--- src/rtl/led_matrix_pkg.sv ---
// led_matrix_pkg: shared states and glyph geometry for the LED matrix scroller
package led_matrix_pkg;
  typedef enum logic [1:0] {IDLE, RUN, FLUSH} state_t;
  localparam int GLYPH_W = 8;
  localparam int ROWS = 8;
  localparam logic [7:0] BLANK = 8'hFF;
endpackage

--- src/rtl/led_matrix_scroller_decoder.sv ---
// decoder8x8: combinational glyph lookup, bit 8*r+c = row r, column c
module decoder8x8
  import led_matrix_pkg::*;
(
  input  logic [7:0]  code,
  output logic [63:0] glyph
);
  always_comb begin
    glyph = code == BLANK ? 64'h0 :
            code == 8'd0  ? 64'h003C424242423C00 :
            code == 8'd1  ? 64'h0038101010181000 :
            code == 8'd2  ? 64'h00FF81818181FF00 :
            code == 8'd3  ? 64'h0018244242241800 : 64'h0;
  end
endmodule

--- src/rtl/led_matrix_scroller.sv ---
// led_matrix_scroller: scrolls buffered glyph codes right-to-left across an 8x8 frame
module led_matrix_scroller
  import led_matrix_pkg::*;
#(
  parameter int DEPTH = 16,
  parameter int STEP_DIV = 2500000
) (
  input  logic                       clk,
  input  logic                       rst,
  input  logic                       wr_en,
  input  logic [$clog2(DEPTH)-1:0]   wr_addr,
  input  logic [7:0]                 wr_data,
  input  logic [$clog2(DEPTH+1)-1:0] msg_len,
  input  logic                       start,
  input  logic                       stop,
  input  logic                       pause,
  input  logic                       loop,
  output logic [63:0]                array,
  output logic                       busy,
  output logic                       done,
  output logic                       wrap
);
  localparam int AW = $clog2(DEPTH);
  localparam int LW = $clog2(DEPTH + 1);
  localparam int SW = $clog2(STEP_DIV);
  logic [7:0] msg_buf [DEPTH];
  state_t state, state_n;
  logic [LW-1:0] len, len_n;
  logic [AW-1:0] char_idx, char_n;
  logic [2:0] col_idx, col_n, flush_cnt, flush_n;
  logic [SW-1:0] step_cnt, step_n;
  logic [63:0] glyph, shifted, array_n;
  logic loop_r, loop_n, done_n, wrap_n, tick, last_char;
  decoder8x8 u_dec (.code(msg_buf[char_idx]), .glyph(glyph));
  always_ff @(posedge clk) if (wr_en) msg_buf[wr_addr] <= wr_data;
  assign busy = state != IDLE;
  always_comb begin
    tick = step_cnt == SW'(STEP_DIV - 1) && !pause;
    last_char = LW'(char_idx) + LW'(1) == len;
    for (int r = 0; r < ROWS; r++) begin
      shifted[GLYPH_W*r +: GLYPH_W-1] = array[GLYPH_W*r+1 +: GLYPH_W-1];
      shifted[GLYPH_W*r+GLYPH_W-1] = state == RUN && glyph[{r[2:0], col_idx}];
    end
    state_n = state;
    len_n = len;
    loop_n = loop_r;
    char_n = char_idx;
    col_n = col_idx;
    flush_n = flush_cnt;
    step_n = step_cnt;
    array_n = array;
    done_n = 1'b0;
    wrap_n = 1'b0;
    if (state == IDLE) begin
      array_n = '0;
      step_n = '0;
      if (start && msg_len != '0) begin
        state_n = RUN;
        len_n = msg_len > LW'(DEPTH) ? LW'(DEPTH) : msg_len;
        loop_n = loop;
        char_n = '0;
        col_n = '0;
      end
    end else if (stop) begin
      state_n = IDLE;
      array_n = '0;
      step_n = '0;
    end else if (!pause) begin
      step_n = tick ? '0 : step_cnt + 1'b1;
      if (tick) begin
        array_n = shifted;
        if (state == RUN) begin
          col_n = col_idx + 3'd1;
          if (col_idx == 3'd7) begin
            char_n = last_char ? '0 : char_idx + 1'b1;
            wrap_n = last_char && loop_r;
            if (last_char && !loop_r) begin
              state_n = FLUSH;
              flush_n = '0;
            end
          end
        end else begin
          flush_n = flush_cnt + 3'd1;
          if (flush_cnt == 3'd7) begin
            state_n = IDLE;
            done_n = 1'b1;
          end
        end
      end
    end
  end
  always_ff @(posedge clk) begin
    if (!rst) begin
      state <= IDLE;
      len <= '0;
      loop_r <= 1'b0;
      char_idx <= '0;
      col_idx <= '0;
      flush_cnt <= '0;
      step_cnt <= '0;
      array <= '0;
      done <= 1'b0;
      wrap <= 1'b0;
    end else begin
      state <= state_n;
      len <= len_n;
      loop_r <= loop_n;
      char_idx <= char_n;
      col_idx <= col_n;
      flush_cnt <= flush_n;
      step_cnt <= step_n;
      array <= array_n;
      done <= done_n;
      wrap <= wrap_n;
    end
  end
endmodule

--- config.mk ---
export PLATFORM = sky130hd
export DESIGN_NAME = led_matrix_scroller
export DESIGN_NICKNAME = d
export VERILOG_FILES = /design/src/rtl/led_matrix_pkg.sv /design/src/rtl/led_matrix_scroller_decoder.sv /design/src/rtl/led_matrix_scroller.sv
export SDC_FILE = /design/constraint.sdc
export NUM_CORES = 1
export LEC_CHECK = 0
export ABC_AREA = 1
export CAP_MARGIN = 20
export CORE_MARGIN = 4
export CORE_UTILIZATION = 50
export DETAILED_ROUTE_END_ITERATION = 10
export DONT_BUFFER_PORTS = 1
export GPL_TIMING_DRIVEN = 1
export PLACE_DENSITY_LB_ADDON = 0.1
export SLEW_MARGIN = 20
export SYNTH_ARGS = -nofsm -noshare
export SYNTH_HDL_FRONTEND = slang
export SYNTH_SLANG_ARGS = --single-unit
--- constraint.sdc ---
create_clock -name clk -period 5 [get_ports clk]
set_input_delay 1 -clock clk [delete_from_list [all_inputs] [get_ports clk]]
set_output_delay 1 -clock clk [all_outputs]
set_load 0.005 [all_outputs]
==> metrics.txt, run 1 <==
# TYPE chip_impl_metric gauge
chip_impl_info{name="most-common-layout-cells",value="sky130_fd_sc_hd__nand2_1 (317), sky130_fd_sc_hd__edfxtp_1 (128), sky130_fd_sc_hd__inv_1 (110)"} 1
chip_impl_metric{name="cellLeakagePower",unit="nW"} 4.03
chip_impl_metric{name="rrSetupSlack",unit="ps"} 2390
chip_impl_metric{name="cts.reportedPaths.clkPinSlew",unit="ps"} 60
chip_impl_info{name="yosys_most_used_dff",value="sky130_fd_sc_hd__edfxtp_1"} 1
chip_impl_metric{name="synth_warnings",unit=""} 0
chip_impl_metric{name="timing.critical_path.required",unit="ps"} 5450
chip_impl_metric{name="io_pins",unit=""} 91
chip_impl_info{name="final_common_cell",value="sky130_fd_sc_hd__nand2_1"} 1
chip_impl_metric{name="syn2layout_area_growth",unit="%"} 5.73
chip_impl_metric{name="cap_violations",unit=""} 0
chip_impl_metric{name="drc",unit=""} 0
chip_impl_metric{name="cts-htree-levels",unit=""} 1
chip_impl_metric{name="count_of_cells_along_the_worst_register_to_register_path",unit=""} 15
chip_impl_metric{name="dp_worst_setup_slack",unit="ps"} 2430
chip_impl_metric{name="max_freq",unit="MHz"} 383
chip_impl_metric{name="detail_route.iter0.violations",unit=""} 586
chip_impl_metric{name="synth.ff_latch_count",unit=""} 214
chip_impl_metric{name="fin_nets",unit=""} 1123
chip_impl_metric{name="final-max-slew-violation-count",unit=""} 0
chip_impl_metric{name="total_power",unit="mW"} 4.08
chip_impl_info{name="worst_setup_path_end_kind",value="flop"} 1
chip_impl_metric{name="worst_slew_pin_slew",unit="ps"} 1020
chip_impl_metric{name="final.setup.tns",unit="ps"} 0
chip_impl_metric{name="hpwlAfterDp",unit="um"} 14200
chip_impl_metric{name="tritoncts.num_buffers",unit=""} 24
chip_impl_metric{name="ant_nets",unit=""} 0
chip_impl_metric{name="netlist_instances",unit=""} 1145
chip_impl_metric{name="slew_headroom",unit="%"} 31.9
chip_impl_info{name="hold_path.class",value="flop to flop"} 1
chip_impl_metric{name="period_share",unit="%"} 52.3
chip_impl_metric{name="gr_util_all_layers",unit="%"} 19.5
chip_impl_metric{name="max_ir_drop_vdd",unit="uV"} 256
chip_impl_metric{name="grt_pass1_vias",unit=""} 6610
chip_impl_metric{name="grt_antenna_before_repair",unit=""} 0
chip_impl_info{name="critPathLaunchType",value="flop"} 1
chip_impl_metric{name="clk_latency",unit="ps"} 510
chip_impl_metric{name="asyncSetResetFlopFracSynth",unit="%"} 0
chip_impl_metric{name="tritoncts_num_sinks",unit=""} 214
chip_impl_metric{name="synth_enable_flop_cells",unit=""} 128
chip_impl_metric{name="hold-worst-slack",unit="ps"} 468
chip_impl_metric{name="cts_post_setup_buffers_inserted",unit=""} 0
chip_impl_metric{name="finalWorstPathRequiredPeriod",unit="ps"} 2610
chip_impl_metric{name="synthesis.area",unit="sq mm"} 0.0100
chip_impl_info{name="run_status",value="finished clean"} 1
chip_impl_metric{name="clock_path_buffers",unit=""} 3
chip_impl_metric{name="holdBufCountCts",unit=""} 0
chip_impl_metric{name="drt_wl_total",unit="um"} 21700
chip_impl_metric{name="layout_cell_share_with_drive_strength_beyond_1",unit="%"} 6.39
chip_impl_metric{name="ctsResizeCount",unit=""} 0
chip_impl_metric{name="timing.critical_path.fanout_max",unit=""} 91
chip_impl_metric{name="setup_slack",unit="ps"} 2390
chip_impl_metric{name="firstDrtPassIters",unit=""} 5
chip_impl_info{name="path_class",value="flop to flop"} 1
chip_impl_metric{name="grt_remaining_overflow",unit=""} 0
chip_impl_info{name="rsz0062_at_grt",value="no"} 1
chip_impl_metric{name="io_buffers",unit=""} 0
chip_impl_metric{name="vias_per_cell",unit=""} 5.18
chip_impl_metric{name="global_route_wire_length_before_repair",unit="um"} 35000
chip_impl_metric{name="chipHeight",unit="um"} 149
chip_impl_metric{name="pwr_density_cell",unit="mW/mm^2"} 386
chip_impl_metric{name="number_of_different_library_cells_in_the_post_synthesis_netlist",unit=""} 45
chip_impl_info{name="cp-endpoint",value="array[23]"} 1
chip_impl_metric{name="postLayoutCoreUtil",unit="%"} 54.0
chip_impl_metric{name="gpl.final_weighted_congestion",unit=""} 0.848
chip_impl_info{name="tritoncts",value="built"} 1
chip_impl_metric{name="setup-violations-final",unit=""} 0
chip_impl_metric{name="floorplan.initialDensity",unit="%"} 51.1
chip_impl_metric{name="antenna_diode_instance_count",unit=""} 0
chip_impl_info{name="clk_root_buffer_cell",value="sky130_fd_sc_hd__clkbuf_16"} 1
chip_impl_metric{name="floorplan.rows",unit=""} 51
chip_impl_metric{name="floorplan.die.width",unit="um"} 149
chip_impl_info{name="rr_endpoint",value="array[23]"} 1
chip_impl_metric{name="floorplan.die_area",unit="sq mm"} 0.0223
chip_impl_metric{name="layout.filler_cells",unit=""} 1803
chip_impl_metric{name="finalHoldViolations",unit=""} 0
chip_impl_metric{name="final.setup_skew",unit="ps"} 9.10
chip_impl_metric{name="route.detailed.wl_per_inst",unit="um"} 15.8
chip_impl_metric{name="pin_count_of_the_biggest_net_entering_global_routing",unit=""} 92
chip_impl_metric{name="critPathArrivalTime",unit="ps"} 3070
chip_impl_metric{name="syn-mean-instance-area",unit="sq um"} 8.74
chip_impl_metric{name="sequential_area_share_after_synthesis",unit="%"} 55.6
chip_impl_metric{name="core_ar",unit="sq mm"} 0.0196
chip_impl_metric{name="route.vias.total",unit=""} 7130
-- power breakdown --
part	leakage (nW)	internal (mW)	switching (mW)
combinational	1.79	0.109	0.280
sequential	1.85	1.91	0.0201
clock	0.387	1.06	0.701
total	4.03	3.08	1.00
-- worst min-delay path by stage --
stage                        end  depth (start not counted)      from  slack, ps
after global placement    len[4]                          2    len[4]        460
after global routing      len[3]                          2    len[3]        510
after floorplan             done                          2  state[1]        440
final                       done                          2  state[1]        470
after CTS                   done                          2  state[1]        470
after detailed placement    done                          2  state[1]        460
-- Yosys cell counts (all sizes together), types with 3 or more instances --
cell,count,area (sq um)
o21a,4,30.0
nor3,16,95.1
nand2,320,1210
nor2,94,365
xor2,4,35.0
o22ai,3,18.8
buf,82,616
clkbuf,18,67.6
a21oi,66,330
inv,114,430
nand3,108,546
o21ai,35,175
or2,4,25.0
dfxtp,86,1720
nor4,7,58.8
o211ai,8,60.1
ha,6,75.1
edfxtp,128,3840
a211oi,6,45.0
a22oi,3,22.5
nand4,19,125
-- cell type report --
cell class	instances	area, sq um	area share (%)
clock buffers	30	676	6.39
clock inverters	14	128	1.21
inverters	116	438	4.14
multi-input cells	730	3380	32.0
flip-flops and latches	214	5570	52.6
well taps	265	332	3.13
repair buffers	7	56.3	0.532
-- logic make-up after synthesis --
family | synth area share (%)
AND/OR/NAND/NOR | 24.4
buffers and inverters | 11.2
flip-flops | 55.6
AO/OA/AOI/OAI | 7.43
XOR/XNOR | 0.525
adder cells (fa/ha/maj) | 0.750
other | 0.0375
-- routing by layer --
layer | track usage (%) | vias up | wire (um)
met4 | 3.94 | 0 | 290
met3 | 2.91 | 22 | 1170
met1 | 29.1 | 3332 | 10500
met2 | 30.5 | 157 | 9750
met5 | 0 | - | 0
li1 | - | 3619 | -
-- flip-flops by register name, indices dropped and copies added, names as in the netlist, named ones only --
signal,count
flush_cnt,3
done,1
array,40
char_idx,4
state,2
len,5
col_idx,3
wrap,1
loop_r,1
msg_buf,128
step_cnt,22
-- worst max-delay path, cell delays in order, from the launching register on --
cell and delay (ps):
sky130_fd_sc_hd__dfxtp_2 330, sky130_fd_sc_hd__buf_4 640, sky130_fd_sc_hd__nor2_1 110, sky130_fd_sc_hd__nor2_1 110, sky130_fd_sc_hd__o21ai_0 90, sky130_fd_sc_hd__nand3_1 100, sky130_fd_sc_hd__nand3_1 130, sky130_fd_sc_hd__nand2_1 210
sky130_fd_sc_hd__inv_2 100, sky130_fd_sc_hd__nor2_1 150, sky130_fd_sc_hd__nand3_1 120, sky130_fd_sc_hd__nand3_1 90, sky130_fd_sc_hd__nand2_1 50, sky130_fd_sc_hd__nand2_1 80, sky130_fd_sc_hd__nand3_1 80, sky130_fd_sc_hd__nand2_1 50
-- metrics by stage --
stage	cell area, sq um	std cells
detailed placement	9760	1331
global route	10600	1376
CTS	10600	1375
global placement	9760	1331
floorplan	10100	1160
finish	10600	1376
Power figures use the tool's default switching activity.
==> run 2, diff against run 1 <==
Clock period 5 ns to 2.5 ns, I/O delays scaled along.
==> metrics.txt, run 2 (same netlist as run 1, synthesis figures left out) <==
# TYPE chip_impl_metric gauge
chip_impl_info{name="most-common-layout-cells",value="sky130_fd_sc_hd__nand2_1 (317), sky130_fd_sc_hd__edfxtp_1 (128), sky130_fd_sc_hd__inv_1 (110)"} 1
chip_impl_metric{name="final.setup_skew",unit="ps"} 17.6
chip_impl_info{name="cp_slowest_cell",value="sky130_fd_sc_hd__dfxtp_2"} 1
chip_impl_info{name="hold_path.class",value="input port to flop"} 1
chip_impl_metric{name="core_ar",unit="sq mm"} 0.0196
chip_impl_metric{name="period_share",unit="%"} 88.6
chip_impl_metric{name="pwr_density_cell",unit="mW/mm^2"} 740
chip_impl_metric{name="syn2layout_area_growth",unit="%"} 7.24
chip_impl_metric{name="cts-htree-levels",unit=""} 1
chip_impl_metric{name="setup_slack",unit="ps"} 285
chip_impl_metric{name="io_buffers",unit=""} 0
chip_impl_metric{name="slowest_delay",unit="ps"} 380
chip_impl_info{name="critPathLaunchType",value="flop"} 1
chip_impl_metric{name="fin_nets",unit=""} 1149
chip_impl_metric{name="cap_violations",unit=""} 0
chip_impl_metric{name="max_ir_drop_vdd",unit="uV"} 678
chip_impl_metric{name="floorplan.rows",unit=""} 51
chip_impl_info{name="largest_register",value="msg_buf"} 1
chip_impl_metric{name="finalHoldViolations",unit=""} 0
chip_impl_metric{name="timing.critical_path.required",unit="ps"} 2950
chip_impl_metric{name="cts.reportedPaths.clkPinSlew",unit="ps"} 60
chip_impl_metric{name="detail_route.iter0.violations",unit=""} 555
chip_impl_metric{name="floorplan.die_area",unit="sq mm"} 0.0223
chip_impl_info{name="worst_setup_path_end_kind",value="flop"} 1
chip_impl_metric{name="numPlacedInstances",unit=""} 1358
chip_impl_info{name="path_class",value="flop to flop"} 1
chip_impl_metric{name="total_switching_power",unit="mW"} 1.95
chip_impl_metric{name="floorplan.die.width",unit="um"} 149
chip_impl_metric{name="io_pins",unit=""} 91
chip_impl_metric{name="grt_remaining_overflow",unit=""} 0
chip_impl_info{name="tritoncts",value="built"} 1
chip_impl_metric{name="max_freq",unit="MHz"} 451
chip_impl_metric{name="floorplan.initialDensity",unit="%"} 51.1
chip_impl_metric{name="comb_power_share",unit="%"} 10.2
chip_impl_metric{name="gr_util_all_layers",unit="%"} 19.9
chip_impl_metric{name="grt_antenna_before_repair",unit=""} 0
chip_impl_metric{name="hold-worst-slack",unit="ps"} 75.0
chip_impl_metric{name="sequential_group_share_of_total_power",unit="%"} 48.6
chip_impl_metric{name="final-max-slew-violation-count",unit=""} 0
chip_impl_metric{name="post_layout_nonfiller_instances",unit=""} 1401
chip_impl_metric{name="chipHeight",unit="um"} 149
chip_impl_metric{name="drt_wl_total",unit="um"} 21900
chip_impl_metric{name="cts_post_setup_buffers_inserted",unit=""} 0
chip_impl_info{name="clk_root_buffer_cell",value="sky130_fd_sc_hd__clkbuf_16"} 1
chip_impl_metric{name="worstPathBufferInverterCount",unit=""} 1
chip_impl_metric{name="worst_slew_pin_slew",unit="ps"} 849
chip_impl_metric{name="internal_power",unit="mW"} 5.99
chip_impl_metric{name="layout_cell_share_with_drive_strength_beyond_1",unit="%"} 8.01
chip_impl_metric{name="total_power",unit="mW"} 7.94
chip_impl_metric{name="holdBufCountCts",unit=""} 0
chip_impl_metric{name="tritoncts.num_buffers",unit=""} 24
chip_impl_info{name="worst_path_dominant_cell_family",value="simple AND/OR/NAND/NOR gates"} 1
chip_impl_metric{name="setup-violations-final",unit=""} 0
chip_impl_metric{name="clk_latency",unit="ps"} 510
chip_impl_metric{name="critPathArrivalTime",unit="ps"} 2670
chip_impl_metric{name="final.setup.tns",unit="ps"} 0
chip_impl_metric{name="slew_headroom",unit="%"} 43.3
chip_impl_info{name="layout_top_registers",value="msg_buf x128, array x40, step_cnt x22"} 1
chip_impl_info{name="cp_cell_sequence",value="buf_4 -> o21ai_0 -> nand2_1 -> nand3_1 -> nand2_1 -> nand2_1 -> nor2_1 -> nand3_1 -> nand2_4 -> nand2_1 -> nand2_1 -> nand2_1 -> a21oi_1 -> nand2_1 -> nand2_1"} 1
chip_impl_metric{name="pin_count_of_the_biggest_net_entering_global_routing",unit=""} 43
chip_impl_metric{name="route.vias.total",unit=""} 7270
chip_impl_info{name="final_common_cell",value="sky130_fd_sc_hd__nand2_1"} 1
chip_impl_metric{name="route.detailed.wl_per_inst",unit="um"} 15.6
chip_impl_info{name="crit_top_cell",value="sky130_fd_sc_hd__nand2_1"} 1
chip_impl_metric{name="grt_pass1_vias",unit=""} 6844
chip_impl_metric{name="firstDrtPassIters",unit=""} 5
chip_impl_metric{name="cellLeakagePower",unit="nW"} 4.14
chip_impl_metric{name="p_sw_share",unit="%"} 24.5
chip_impl_metric{name="drc",unit=""} 0
chip_impl_metric{name="gpl.final_weighted_congestion",unit=""} 0.863
chip_impl_metric{name="hpwlAfterDp",unit="um"} 14800
chip_impl_metric{name="clock_power_share",unit="%"} 41.1
chip_impl_metric{name="ant_nets",unit=""} 0
chip_impl_metric{name="finalWorstPathRequiredPeriod",unit="ps"} 2220
chip_impl_metric{name="global_route_wire_length_before_repair",unit="um"} 35600
chip_impl_metric{name="ctsResizeCount",unit=""} 0
chip_impl_metric{name="largest_register_ff_count",unit=""} 128
chip_impl_metric{name="timing.critical_path.fanout_max",unit=""} 42
chip_impl_info{name="rsz0062_at_grt",value="no"} 1
chip_impl_metric{name="antenna_diode_instance_count",unit=""} 0
chip_impl_metric{name="dp_worst_setup_slack",unit="ps"} 338
chip_impl_info{name="run_status",value="finished clean"} 1
chip_impl_metric{name="clock_path_buffers",unit=""} 3
chip_impl_metric{name="tritoncts_num_sinks",unit=""} 214
chip_impl_metric{name="vias_per_cell",unit=""} 5.19
run 2: changes by cell type in the layout (fill, tap and decap cells not counted), moves of 3 or more:
cell                         change
sky130_fd_sc_hd__clkbuf_1        +6
sky130_fd_sc_hd__clkinvlp_4      -4
sky130_fd_sc_hd__clkbuf_8        +4
sky130_fd_sc_hd__clkinv_2        -3
sky130_fd_sc_hd__buf_4          +25
run 2: routing by layer:
layer	GRT usage, %	share of wire (%)	up-vias	wire length, um
met5	0	0	-	0
met4	4.62	2.2	0	484
met3	3.63	6.1	36	1320
met2	32.6	47	156	10200
met1	27.8	45	3420	9870
li1	-	-	3658	-
run 2: final timing paths:
kind,from,end,slack [ps],cells after the start
worst max-delay path,flop,array[39],280,15
worst min-delay path,wr_data[7],msg_buf[5][7],80,0
worst max register to register,flop,array[39],280,15
worst min register to register,loop_r,wrap,470,2
run 2: metrics by stage:
step,cell area (sq um),util (%)
floorplan,10100,-
global placement,9990,51.0
detailed placement,9990,51.0
CTS,10700,54.8
global route,10700,54.8
finish,10700,54.8
run 2: power by group through the flow:
stage,clock [mW],combinational (mW),sequential [mW]
2_1_floorplan,0,0.671,3.92
3_3_place_gp,0,0.807,3.93
3_5_place_dp,0,0.810,3.94
4_1_cts,3.35,0.813,3.86
5_1_grt,3.50,0.930,3.87
6_report,3.27,0.811,3.86
run 2: layout make-up:
cell class / instances / area, sq um
Timing Repair Buffer: 33 / 273
Clock inverter: 5 / 35.0
Tap cell: 265 / 332
Sequential cell: 214 / 5570
Multi-Input combinational cell: 730 / 3380
Clock buffer: 38 / 703
Inverter: 116 / 438
Fill cell: 1811 / 8860
==> run 3, diff against run 2 <==
Settings changed: CORE_MARGIN 4 to 3.
==> metrics.txt, run 3 (same netlist as run 1, synthesis figures left out) <==
# TYPE chip_impl_metric gauge
chip_impl_info{name="run_status",value="finished clean"} 1
chip_impl_metric{name="gpl.final_weighted_congestion",unit=""} 0.815
chip_impl_metric{name="ff_latch_area",unit="sq mm"} 0.00557
chip_impl_metric{name="vias_per_cell",unit=""} 5.13
chip_impl_metric{name="floorplan.die_area",unit="sq mm"} 0.0217
chip_impl_info{name="hold_end",value="msg_buf[6][2]"} 1
chip_impl_metric{name="route.detailed.wl_per_inst",unit="um"} 15.7
chip_impl_metric{name="cts_post_setup_buffers_inserted",unit=""} 0
chip_impl_metric{name="footprint_of_the_multi_input_gates",unit="sq mm"} 0.00338
chip_impl_metric{name="max_ir_drop_vdd",unit="uV"} 605
chip_impl_metric{name="finalWorstPathRequiredPeriod",unit="ps"} 2190
chip_impl_info{name="layout_top_registers",value="msg_buf x128, array x40, step_cnt x22"} 1
chip_impl_metric{name="setup_slack",unit="ps"} 305
chip_impl_metric{name="floorplan.die.width",unit="um"} 147
chip_impl_metric{name="floorplan.rows",unit=""} 51
chip_impl_metric{name="cap_violations",unit=""} 0
chip_impl_info{name="tritoncts",value="built"} 1
chip_impl_metric{name="tritoncts_num_sinks",unit=""} 214
chip_impl_metric{name="finalHoldViolations",unit=""} 0
chip_impl_info{name="path_class",value="flop to flop"} 1
chip_impl_metric{name="timing.critical_path.fanout_max",unit=""} 4
chip_impl_info{name="hold_path.class",value="input port to flop"} 1
chip_impl_metric{name="core_ar",unit="sq mm"} 0.0196
chip_impl_metric{name="holdBufCountCts",unit=""} 0
chip_impl_metric{name="layout.filler_cells",unit=""} 1846
chip_impl_metric{name="io_buffers",unit=""} 0
chip_impl_info{name="worst_setup_path_end_kind",value="flop"} 1
chip_impl_info{name="r2r-start",value="char_idx[0]"} 1
chip_impl_metric{name="io_pins",unit=""} 91
chip_impl_info{name="most-common-layout-cells",value="sky130_fd_sc_hd__nand2_1 (317), sky130_fd_sc_hd__edfxtp_1 (128), sky130_fd_sc_hd__inv_1 (110)"} 1
chip_impl_metric{name="timing.critical_path.required",unit="ps"} 2900
chip_impl_metric{name="final.setup_skew",unit="ps"} 8.27
chip_impl_metric{name="dpl-instance-area",unit="sq mm"} 0.00998
chip_impl_info{name="clk_root_buffer_cell",value="sky130_fd_sc_hd__clkbuf_16"} 1
chip_impl_metric{name="detail_route.iter0.violations",unit=""} 433
chip_impl_metric{name="finalInstanceArea",unit="sq mm"} 0.0107
chip_impl_metric{name="fin_nets",unit=""} 1149
chip_impl_metric{name="final-max-slew-violation-count",unit=""} 0
chip_impl_metric{name="pwr_density_cell",unit="mW/mm^2"} 738
chip_impl_info{name="holdCritStartpoint",value="wr_data[2]"} 1
chip_impl_metric{name="largest_register_ff_count",unit=""} 128
chip_impl_metric{name="clock_path_buffers",unit=""} 3
chip_impl_info{name="critPathLaunchType",value="flop"} 1
chip_impl_metric{name="slew_headroom",unit="%"} 40.9
chip_impl_metric{name="count_of_cells_along_the_worst_register_to_register_path",unit=""} 9
chip_impl_metric{name="critPathArrivalTime",unit="ps"} 2600
chip_impl_metric{name="drt_wl_total",unit="um"} 22000
chip_impl_metric{name="cts-htree-levels",unit=""} 1
chip_impl_metric{name="pin_count_of_the_biggest_net_entering_global_routing",unit=""} 60
chip_impl_metric{name="chipHeight",unit="um"} 147
chip_impl_info{name="largest_register",value="msg_buf"} 1
chip_impl_metric{name="cts.reportedPaths.clkPinSlew",unit="ps"} 60
chip_impl_metric{name="global_route_wire_length_before_repair",unit="um"} 35800
chip_impl_metric{name="period_share",unit="%"} 87.8
chip_impl_metric{name="drc",unit=""} 0
chip_impl_metric{name="ant_nets",unit=""} 0
chip_impl_metric{name="dp_worst_setup_slack",unit="ps"} 350
chip_impl_metric{name="firstDrtPassIters",unit=""} 5
chip_impl_metric{name="route.vias.total",unit=""} 7195
chip_impl_info{name="final_common_cell",value="sky130_fd_sc_hd__nand2_1"} 1
chip_impl_metric{name="tritoncts.num_buffers",unit=""} 24
chip_impl_metric{name="worst_hold_path.num_cells",unit=""} 0
chip_impl_metric{name="clk_latency",unit="ps"} 520
chip_impl_metric{name="cellLeakagePower",unit="nW"} 4.13
chip_impl_metric{name="rrSetupSlack",unit="ps"} 310
chip_impl_metric{name="grt_antenna_before_repair",unit=""} 0
chip_impl_metric{name="antenna_diode_instance_count",unit=""} 0
chip_impl_metric{name="grt_pass1_vias",unit=""} 6848
chip_impl_metric{name="layout_cell_share_with_drive_strength_beyond_1",unit="%"} 7.92
chip_impl_info{name="rr_endpoint",value="flush_cnt[1]"} 1
chip_impl_metric{name="total_power",unit="mW"} 7.90
chip_impl_metric{name="setup-violations-final",unit=""} 0
chip_impl_info{name="rsz0062_at_grt",value="no"} 1
chip_impl_metric{name="hpwlAfterDp",unit="um"} 14700
chip_impl_metric{name="max_freq",unit="MHz"} 456
chip_impl_metric{name="floorplan.initialDensity",unit="%"} 51.1
chip_impl_metric{name="worst_slew_pin_slew",unit="ps"} 885
chip_impl_metric{name="grt_remaining_overflow",unit=""} 0
chip_impl_metric{name="final.setup.tns",unit="ps"} 0
chip_impl_metric{name="ctsResizeCount",unit=""} 0
chip_impl_metric{name="syn2layout_area_growth",unit="%"} 6.99
chip_impl_metric{name="gr_util_all_layers",unit="%"} 20.3
-- run 3: cell type report --
type	instances	area share (%)
Clock buffer	32	6.18
Clock inverter	12	0.596
Inverter	116	4.09
Multi-Input combinational cell	730	31.6
Sequential cell	214	52.0
Tap cell	265	3.10
Timing Repair Buffer	33	2.43
-- run 3: through the flow --
| stage | hold slack [ps] | instances | util (%) |
|---|---|---|---|
| 4_1_cts | 54.4 | 1402 | 54.6 |
| 5_1_grt | 45.0 | 1402 | 54.6 |
| 6_report | 77.5 | 1402 | 54.6 |
| 3_5_place_dp | 469 | 1358 | 50.9 |
| 3_3_place_gp | 467 | 1358 | 50.9 |
| 2_1_floorplan | 442 | 1160 | - |
-- run 3: metal layers --
metal  GRT usage, %  vias to the layer above  wire (um)
met5              0                        -          0
met4           4.61                        0        402
met3           3.16                       32       1060
met2           33.3                      159      10300
met1           28.6                     3341      10300
li1               -                     3663          -
-- run 3: worst max-delay path by stage --
stage          cells after the start  slack, ps   startpoint           end
3_3_place_gp                      17        390         flop     array[23]
4_1_cts                           13        300         flop     array[47]
3_5_place_dp                      13        350         flop     array[23]
2_1_floorplan                     11        540        pause  step_cnt[18]
6_report                           9        310  char_idx[0]  flush_cnt[1]
5_1_grt                           15         50         flop     array[23]
-- run 3: worst max-delay path: stages, from the launching register on --
cell and delay [ps]:
sky130_fd_sc_hd__dfxtp_1 330, sky130_fd_sc_hd__ha_1 220, sky130_fd_sc_hd__xnor2_1 250, sky130_fd_sc_hd__xor2_1 110, sky130_fd_sc_hd__nor4_1 610, sky130_fd_sc_hd__nand2_1 140
sky130_fd_sc_hd__nand2_1 140, sky130_fd_sc_hd__nand2_1 100, sky130_fd_sc_hd__a21oi_1 140, sky130_fd_sc_hd__nor3_1 60
-- run 3: power by group --
| group | internal (mW) | total, mW | switching [mW] |
|---|---|---|---|
| Clock | 1.86 | 3.22 | 1.37 |
| Combinational | 0.247 | 0.822 | 0.575 |
| Sequential | 3.82 | 3.86 | 0.0400 |
| Total | 5.92 | 7.90 | 1.98 |
